[config.mk]
export PLATFORM = sky130hd
export DESIGN_NAME = countdown_timer
export DESIGN_NICKNAME = d
export VERILOG_FILES = /design/src/rtl/number_game_pkg.sv /design/src/rtl/tick_sync_edge.sv /design/src/rtl/countdown_timer.sv
export SDC_FILE = /design/constraint.sdc
export NUM_CORES = 1
export LEC_CHECK = 0
export ABC_AREA = 1
export CORE_AREA = 2 2 46 48
export DETAILED_ROUTE_END_ITERATION = 8
export DIE_AREA = 0 0 48 50
export GPL_TIMING_DRIVEN = 0
export HOLD_SLACK_MARGIN = 0.05
export PLACE_DENSITY = 0.8
export SKIP_CTS_REPAIR_TIMING = 1
export SLEW_MARGIN = 20
export SYNTH_ARGS = -nofsm -noshare
export SYNTH_HDL_FRONTEND = slang
export SYNTH_HIERARCHICAL = 1
export SYNTH_SLANG_ARGS = --single-unit
[constraint.sdc]
create_clock -name refclk -period 3.25 [get_ports refclk]
set_clock_uncertainty 0.05 [all_clocks]
set_input_delay 0.4875 -clock refclk [delete_from_list [all_inputs] [get_ports refclk]]
set_output_delay 0.4875 -clock refclk [all_outputs]
set_load 0.005 [all_outputs]
[src/rtl/number_game_pkg.sv]
`default_nettype none
// +--------------------------------------------------------------------+
// | number_game_pkg: shared state encoding and BCD helpers.   Rev 1.0  |
// +--------------------------------------------------------------------+
package number_game_pkg;

  localparam int         BCD_W   = 4;
  localparam logic [3:0] BCD_MAX = 4'd9;

  typedef enum logic [1:0] {
    ST_IDLE    = 2'd0,
    ST_RUN     = 2'd1,
    ST_PAUSED  = 2'd2,
    ST_EXPIRED = 2'd3
  } state_t;

  function automatic logic [BCD_W-1:0] bcd_clamp(input logic [BCD_W-1:0] d);
    return (d > BCD_MAX) ? BCD_MAX : d;
  endfunction

endpackage
`default_nettype wire

[src/rtl/tick_sync_edge.sv]
`default_nettype none
// +--------------------------------------------------------------------+
// | tick_sync_edge: synchroniser plus rising-edge pulse.      Rev 1.0  |
// +--------------------------------------------------------------------+
module tick_sync_edge #(
  parameter int SYNC_STAGES = 2
) (
  input  logic refclk,
  input  logic resetn,
  input  logic async_in,
  output logic edge_pulse
);

  logic [SYNC_STAGES-1:0] r_sync;
  logic                   r_hist;

  always_ff @(posedge refclk or negedge resetn) begin
    if (!resetn) begin
      r_sync <= '0;
      r_hist <= 1'b0;
    end else begin
      r_sync <= {r_sync[SYNC_STAGES-2:0], async_in};
      r_hist <= r_sync[SYNC_STAGES-1];
    end
  end

  // Combinational so the consumer acts on the edge after the history flop lags.
  assign edge_pulse = r_sync[SYNC_STAGES-1] & ~r_hist;

endmodule
`default_nettype wire

[src/rtl/countdown_timer.sv]
`default_nettype none
// +--------------------------------------------------------------------+
// | countdown_timer: BCD countdown with run/pause/expire.     Rev 1.0  |
// +--------------------------------------------------------------------+
module countdown_timer
  import number_game_pkg::*;
#(
  parameter int DIGITS      = 2,
  parameter int SYNC_STAGES = 2
) (
  input  logic                  refclk,
  input  logic                  resetn,
  input  logic                  tick_in,
  input  logic                  load,
  input  logic [4*DIGITS-1:0]   load_value,
  input  logic                  start,
  input  logic                  pause,
  input  logic                  clear,
  output logic [4*DIGITS-1:0]   count_bcd,
  output logic                  running,
  output logic                  expired,
  output logic                  expire_pulse
);

  localparam int CW = BCD_W * DIGITS;

  state_t          r_state;
  logic [CW-1:0]   r_count;
  logic            r_running;
  logic            r_expired;
  logic            r_expire_pulse;

  logic            w_tick_en;
  logic [CW-1:0]   w_dec;
  logic [CW-1:0]   w_load_clamped;
  logic [DIGITS-1:0] w_borrow;
  state_t          w_state_nxt;
  logic [CW-1:0]   w_count_nxt;
  logic            w_pulse_nxt;

  tick_sync_edge #(
    .SYNC_STAGES (SYNC_STAGES)
  ) u_tick_sync (
    .refclk     (refclk),
    .resetn     (resetn),
    .async_in   (tick_in),
    .edge_pulse (w_tick_en)
  );

  assign w_borrow[0] = 1'b1;

  for (genvar i = 0; i < DIGITS; i++) begin : g_digit
    logic [BCD_W-1:0] w_dig;
    assign w_dig = r_count[i*BCD_W +: BCD_W];
    assign w_dec[i*BCD_W +: BCD_W] =
      !w_borrow[i]        ? w_dig :
      (w_dig == 4'd0)     ? BCD_MAX : w_dig - 4'd1;
    assign w_load_clamped[i*BCD_W +: BCD_W] = bcd_clamp(load_value[i*BCD_W +: BCD_W]);
    if (i < DIGITS - 1) begin : g_borrow
      assign w_borrow[i+1] = w_borrow[i] && (w_dig == 4'd0);
    end
  end

  // Strict priority: clear > load > pause > start > tick; an active item blocks all below it.
  always_comb begin
    w_state_nxt = r_state;
    w_count_nxt = r_count;
    w_pulse_nxt = 1'b0;
    if (clear) begin
      w_count_nxt = '0;
      w_state_nxt = ST_IDLE;
    end else if (load) begin
      w_count_nxt = w_load_clamped;
      w_state_nxt = ST_IDLE;
    end else if (pause) begin
      if (r_state == ST_RUN) w_state_nxt = ST_PAUSED;
    end else if (start) begin
      if (r_state == ST_IDLE || r_state == ST_PAUSED) begin
        if (r_count == '0) begin
          w_state_nxt = ST_EXPIRED;
          w_pulse_nxt = 1'b1;
        end else begin
          w_state_nxt = ST_RUN;
        end
      end
    end else if (w_tick_en && r_state == ST_RUN) begin
      w_count_nxt = w_dec;
      if (w_dec == '0) begin
        w_state_nxt = ST_EXPIRED;
        w_pulse_nxt = 1'b1;
      end
    end
  end

  always_ff @(posedge refclk or negedge resetn) begin
    if (!resetn) begin
      r_state        <= ST_IDLE;
      r_count        <= '0;
      r_running      <= 1'b0;
      r_expired      <= 1'b0;
      r_expire_pulse <= 1'b0;
    end else begin
      r_state        <= w_state_nxt;
      r_count        <= w_count_nxt;
      r_running      <= (w_state_nxt == ST_RUN);
      r_expired      <= (w_state_nxt == ST_EXPIRED);
      r_expire_pulse <= w_pulse_nxt;
    end
  end

  assign count_bcd    = r_count;
  assign running      = r_running;
  assign expired      = r_expired;
  assign expire_pulse = r_expire_pulse;

endmodule
`default_nettype wire

==> impl_metrics.yaml, run 1 <==
floorplanning:
  die_h_um: 50
  core-area_mm2: 0.00190
  start_util_pct: 47.0
  std_cell_rows: 16
  io_pins: 26
  fp.dieArea_mm2: 0.00240
  die_w_um: 48
synthesis:
  ys_ff_latch: 16
  synth_top_area_share_pct: 44.8
  synth_cell_types: 23
  synthFlopType: "dfrtp_1"
  ys_seq_area_share_pct: 44.8
  syn-num-nets: 130
  syn_inst: 115
  ys_async_sr_fraction_pct: 100
  ys_warn_count: 6
  netlist_area_um2: 895
  synth.area.top_cells: "dfrtp_1, nand2_1, inv_1"
  synth_edf_count: 0
  yosysTopAreaCell: "dfrtp_1"
  syn_avg_cell_area_um2: 7.78
placement:
  hpwl_um: 1590
  routabilityCongestion: 0.881
  portBuffers: 25
  place_ws_ns: 1.18
clocking:
  cts_buffers: 3
  clkSlewWorstSetupHoldPaths_ns: 0.10
  cts_tree: "yes"
  cts.htree.levels: 1
  clock_sinks: 16
  insertion_delay_ns: 0.30
  clock_path_buffers: 2
  root_buffer: "clkbuf_4"
route:
  routed_wl_um: 1960
  wl_per_cell_um: 11.5
  vias: 840
  antenna_left: 0
  drc: 0
  drt_iter0_drc: 12
  drt-pass1-iter-count: 4
  viasPerCell: 4.91
worst_setup_path:
  worst-path-buf-inv: 1
  critPathArrivalTime_ns: 1.27
  rrSetupSlack_ns: 1.74
  path_max_fanout: 5
  cpLargestDelayFamily: "buffers and inverters"
  crit_path_top_delay_cell: "clkdlybuf4s50_1"
  path_cells: "clkdlybuf4s50_1"
  worst-path-stages: 1
  critPathKind: "reg2out"
  endpoint_kind: "output pin"
  critPathRequiredTime_ns: 2.71
  r2r_cells: 9
  start_kind: "flip-flop"
  critical-path-max-stage-delay_ns: 0.53
sta:
  worst_slack_ns: 1.45
  finalMaxSlewViolations: 0
  max_freq_mhz: 555
  min_period_ns: 1.80
  setup_viol_count_final: 0
  finalHoldViolCount: 0
  timing.setup.tns_ns: 0
  period_share_pct: 55.5
  rsz0062_at_grt: "no"
  slew_headroom_pct: 53.8
  worst_slew_pin_slew_ns: 0.690
pwr:
  power.density_mw_per_mm2: 413
  p_total_w: 0.000502
  seqPwrFrac_pct: 45.3
  power_frac_clock_pct: 26.8
  pwr-share-comb_pct: 28.0
  ir_drop_mv: 0.297
  power_leakage_nw: 0.552
  internal_power_w: 0.000347
  p_switching_w: 0.000155
  sw_frac_of_total_pct: 30.8
global_routing:
  grt_max_degree: 17
  overflow: 0
  grt_pass1_vias: 836
  grt_pass1_wl_um: 3260
  antenna_found_initial: 0
  grt_usage_pct: 19.1
hold_path:
  whs_path_depth: 0
  min_path_type: "reg2reg"
final_layout:
  syn_to_final_growth_pct: 35.8
  drive_above_1_share_pct: 15.3
  final_util_pct: 63.9
  final_nets: 160
  diodes: 0
outcome:
  outcome: "complete, no violations"
flow_run:
  max_cap_violations: 0
[metal layers]
metal | wire (µm) | part of all wire [%] | vias up | track usage (%)
met3 | 89 | 4.5 | 5 | 4.76
met4 | 44 | 2.2 | 0 | 8.11
met5 | 0 | 0 | - | 0
met2 | 979 | 50 | 25 | 31.6
met1 | 845 | 43 | 385 | 22.4
li1 | - | - | 425 | -
[flip-flops by register name (all words and copies together) (netlist names)]
| signal | count |
|---|---|
| expired | 1 |
| r_state | 2 |
| running | 1 |
| u_tick_sync/r_hist | 1 |
| count_bcd | 8 |
| expire_pulse | 1 |
| u_tick_sync/r_sync | 2 |
[through the flow]
stage               cell area [µm²]  hold slack (ns)  std cells
floorplan                       895            0.142        115
global placement               1180            0.284        167
detailed placement             1180            0.299        167
CTS                            1210            0.321        171
global route                   1210            0.334        171
finish                         1210            0.315        171
[power groups by stage]
stage,combinational [W],clock (W),sequential [W]
6_report,0.000140,0.000134,0.000227
5_1_grt,0.000158,0.000147,0.000230
4_1_cts,0.000141,0.000140,0.000227
3_5_place_dp,0.000141,0,0.000231
3_3_place_gp,0.000138,0,0.000230
2_1_floorplan,0.0000798,0,0.000230
[worst register-to-register path: stages (launching register included)]
cell	delay, ns
dfrtp_1	0.38
nor2_2	0.11
nand3_2	0.09
o21ai_2	0.29
inv_2	0.12
nor2_4	0.13
inv_2	0.09
nor2_2	0.09
nand2_1	0.06
nand2_1	0.06
[area by class of cell]
| type | instances | area, µm² |
|---|---|---|
| Clock buffer | 4 | 36.3 |
| Inverter | 21 | 78.8 |
| Timing Repair Buffer | 25 | 250 |
| Tap cell | 27 | 33.8 |
| Multi-Input combinational cell | 78 | 415 |
| Fill cell | 174 | 687 |
| Sequential cell | 16 | 400 |
[cell usage after synthesis, types with 2 or more instances]
library cell and count:
nand2_1 21, dfrtp_1 16, inv_1 16, nor2_1 15, nand3_1 6, inv_2 5
o21ai_0 5, a21oi_1 4, o21ai_1 4, o22ai_1 4, nand2_2 3, nor2_4 3
nand3_2 2, nor2_2 2
[cell families after synthesis]
logic type      synth area share (%)
compound gates                  15.8
xor+xnor                       0.979
buf+inv                         8.81
flops                           44.8
simple gates                    29.6
[path summary, 6_finish.rpt]
| check | start | endpoint |
|---|---|---|
| max reg2reg | u_tick_sync/r_hist | count_bcd[7] |
| min reg2reg | u_tick_sync/r_sync[0] | u_tick_sync/r_sync[1] |
| max in group asynchronous | resetn | u_tick_sync/r_sync[0] |
| min | u_tick_sync/r_sync[0] | u_tick_sync/r_sync[1] |
| max | count_bcd[5] | count_bcd[5] |
| min in group asynchronous | resetn | count_bcd[3] |
[cells in the final DEF, fill, tap and decap left out]
master / Yosys / routed
o21ai_1: 4 / 4
clkdlybuf4s50_1: 0 / 25
nor2_1: 15 / 15
nand3_1: 6 / 6
o21ai_0: 5 / 5
o21ai_2: 1 / 1
o31ai_1: 1 / 1
a21oi_1: 4 / 4
dfrtp_1: 16 / 16
o31ai_2: 1 / 1
clkbuf_4: 0 / 3
nor3_2: 1 / 1
o22ai_1: 4 / 4
nor2_2: 2 / 2
nand2_2: 3 / 3
a22oi_1: 1 / 1
a21boi_1: 1 / 1
o21a_1: 1 / 1
nor2_4: 3 / 3
inv_2: 5 / 5
xor2_1: 1 / 1
clkbuf_8: 0 / 1
nand2_1: 21 / 21
nor3_1: 1 / 1
inv_1: 16 / 16
nand3_2: 2 / 2
Note: power is estimated with default switching activity, not from simulation.
==> run 2, diff against run 1 <==
Settings changed: CORE_AREA 2 2 46 48 to 2 2 50 52, DIE_AREA 0 0 48 50 to 0 0 52 54, PLACE_DENSITY 0.8 to 0.71.
Clock period 3.25 ns to 1.5 ns, I/O delays scaled along.
==> impl_metrics.yaml, run 2 (synthesized netlist as in run 1, its figures left out) <==
outcome:
  outcome: "complete, no violations"
pwr:
  power.density_mw_per_mm2: 866
  ir_drop_mv: 0.585
  p_total_w: 0.00116
  power_leakage_nw: 0.670
sta:
  min_period_ns: 1.49
  setup_viol_count_final: 0
  finalMaxSlewViolations: 0
  finalHoldViolCount: 0
  period_share_pct: 99.5
  rsz0062_at_grt: "yes"
  slew_headroom_pct: 50.7
  worst_slew_pin_slew_ns: 0.737
  max_freq_mhz: 670
worst_setup_path:
  crit_path_top_delay_cell: "dfrtp_2"
  worst-path-buf-inv: 1
  endpoint_kind: "flip-flop"
  critPathArrivalTime_ns: 1.67
  rrSetupSlack_ns: 0.007
  path_max_fanout: 5
  start_kind: "flip-flop"
  critical-path-max-stage-delay_ns: 0.45
  critPathKind: "reg2reg"
  r2r_cells: 10
  critPathRequiredTime_ns: 1.67
  r2r_end: "count_bcd[6]"
  path_cells: "nor2_2, nand2_4, nor2_4, buf_4, nand3_1, o21ai_0, nand2_1, nand2_1, nand2_1, o21ai_1"
  worst_path_most_repeated_cell: "nand2_1"
  r2r-start: "count_bcd[3]"
  cpLargestDelayFamily: "simple AND/OR/NAND/NOR gates"
final_layout:
  diodes: 0
  nFillCells: 217
  final_common_cell: "clkdlybuf4s50_1"
  largest_reg_flops: 8
  drive_above_1_share_pct: 25.7
  multi_input_area_um2: 457
  syn_to_final_growth_pct: 49.4
  final_nets: 168
  seqCellArea_um2: 402
  fin_cells: 182
  final_cell_mix: "clkdlybuf4s50_1, nand2_1, inv_1, dfrtp_1, nor2_1"
placement:
  dp_cells: 170
  portBuffers: 25
  routabilityCongestion: 0.877
  hpwl_um: 1560
floorplanning:
  io_pins: 26
  die_w_um: 52
  die_h_um: 54
  std_cell_rows: 18
  core-area_mm2: 0.00232
  start_util_pct: 38.6
  fp.dieArea_mm2: 0.00281
clocking:
  clkSlewWorstSetupHoldPaths_ns: 0.10
  root_buffer: "clkbuf_4"
  clock_path_buffers: 2
  cts_buffers: 3
  cts.htree.levels: 1
  clock_sinks: 16
  cts_tree: "yes"
  insertion_delay_ns: 0.30
flow_run:
  max_cap_violations: 0
route:
  viasPerCell: 4.85
  vias: 882
  drt-pass1-iter-count: 4
  drt_iter0_drc: 25
  wl_per_cell_um: 12.2
  routed_wl_um: 2220
  antenna_left: 0
  drc: 0
hold_path:
  min_path_type: "in2async"
global_routing:
  grt_usage_pct: 16.9
  antenna_found_initial: 0
  grt_pass1_wl_um: 3390
  overflow: 0
  grt_pass1_vias: 809
  grt_max_degree: 17
run 2: cell count changes in the layout (fill, tap and decap cells not counted), moves of 2 or more:
cell / change
nor2_1: -5
nor2_2: +5
buf_4: +8
dlymetal6s2s_1: +5
clkdlybuf4s50_1: -5
nand2_1: -2
run 2: worst max-delay path by stage:
stage          slack (ns)          startpoint  depth (start not counted)            to
5_1_grt             -0.07        count_bcd[1]                         10  count_bcd[6]
2_1_floorplan        0.19  u_tick_sync/r_hist                          7  count_bcd[3]
4_1_cts             -0.05        count_bcd[1]                          1  count_bcd[1]
3_5_place_dp        -0.32               pause                          8  count_bcd[3]
3_3_place_gp        -0.27               pause                         10  count_bcd[7]
6_report            0.007        count_bcd[3]                         10  count_bcd[6]
run 2: power by group:
part	internal (W)	switching (W)	total [W]
combinational	0.000182	0.000192	0.000374
sequential	0.000461	0.0000273	0.000489
clock	0.000148	0.000146	0.000295
total	0.000792	0.000366	0.00116
run 2: cell type report:
cell class                      count  share of cell area, %
Tap cell                           30                   2.81
Timing Repair Buffer               33                   24.2
Inverter                           21                   6.09
Multi-Input combinational cell     78                   34.2
Clock buffer                        4                   2.72
Sequential cell                    16                   30.1
run 2: per-stage QoR:
stage / area (µm²) / worst slack, ns / util (%) / hold WS [ns] / setup TNS [ns]
2_1_floorplan: 895 / 0.185 / - / -0.121 / 0
3_3_place_gp: 1180 / -0.274 / 51.0 / 0.284 / -1.99
3_5_place_dp: 1180 / -0.324 / 51.0 / 0.289 / -2.30
4_1_cts: 1220 / -0.0531 / 52.5 / 0.304 / -0.233
5_1_grt: 1340 / -0.0700 / 57.6 / 0.294 / -0.296
6_report: 1340 / 0.00749 / 57.6 / 0.303 / 0
run 2: routing by layer:
layer / GRT usage (%) / share of wire, % / up-vias
met1: 19.6 / 43 / 410
li1: - / - / 442
met4: 11.0 / 2.4 / 0
met3: 3.89 / 4.8 / 7
met5: 0 / 0 / -
met2: 27.8 / 50 / 23
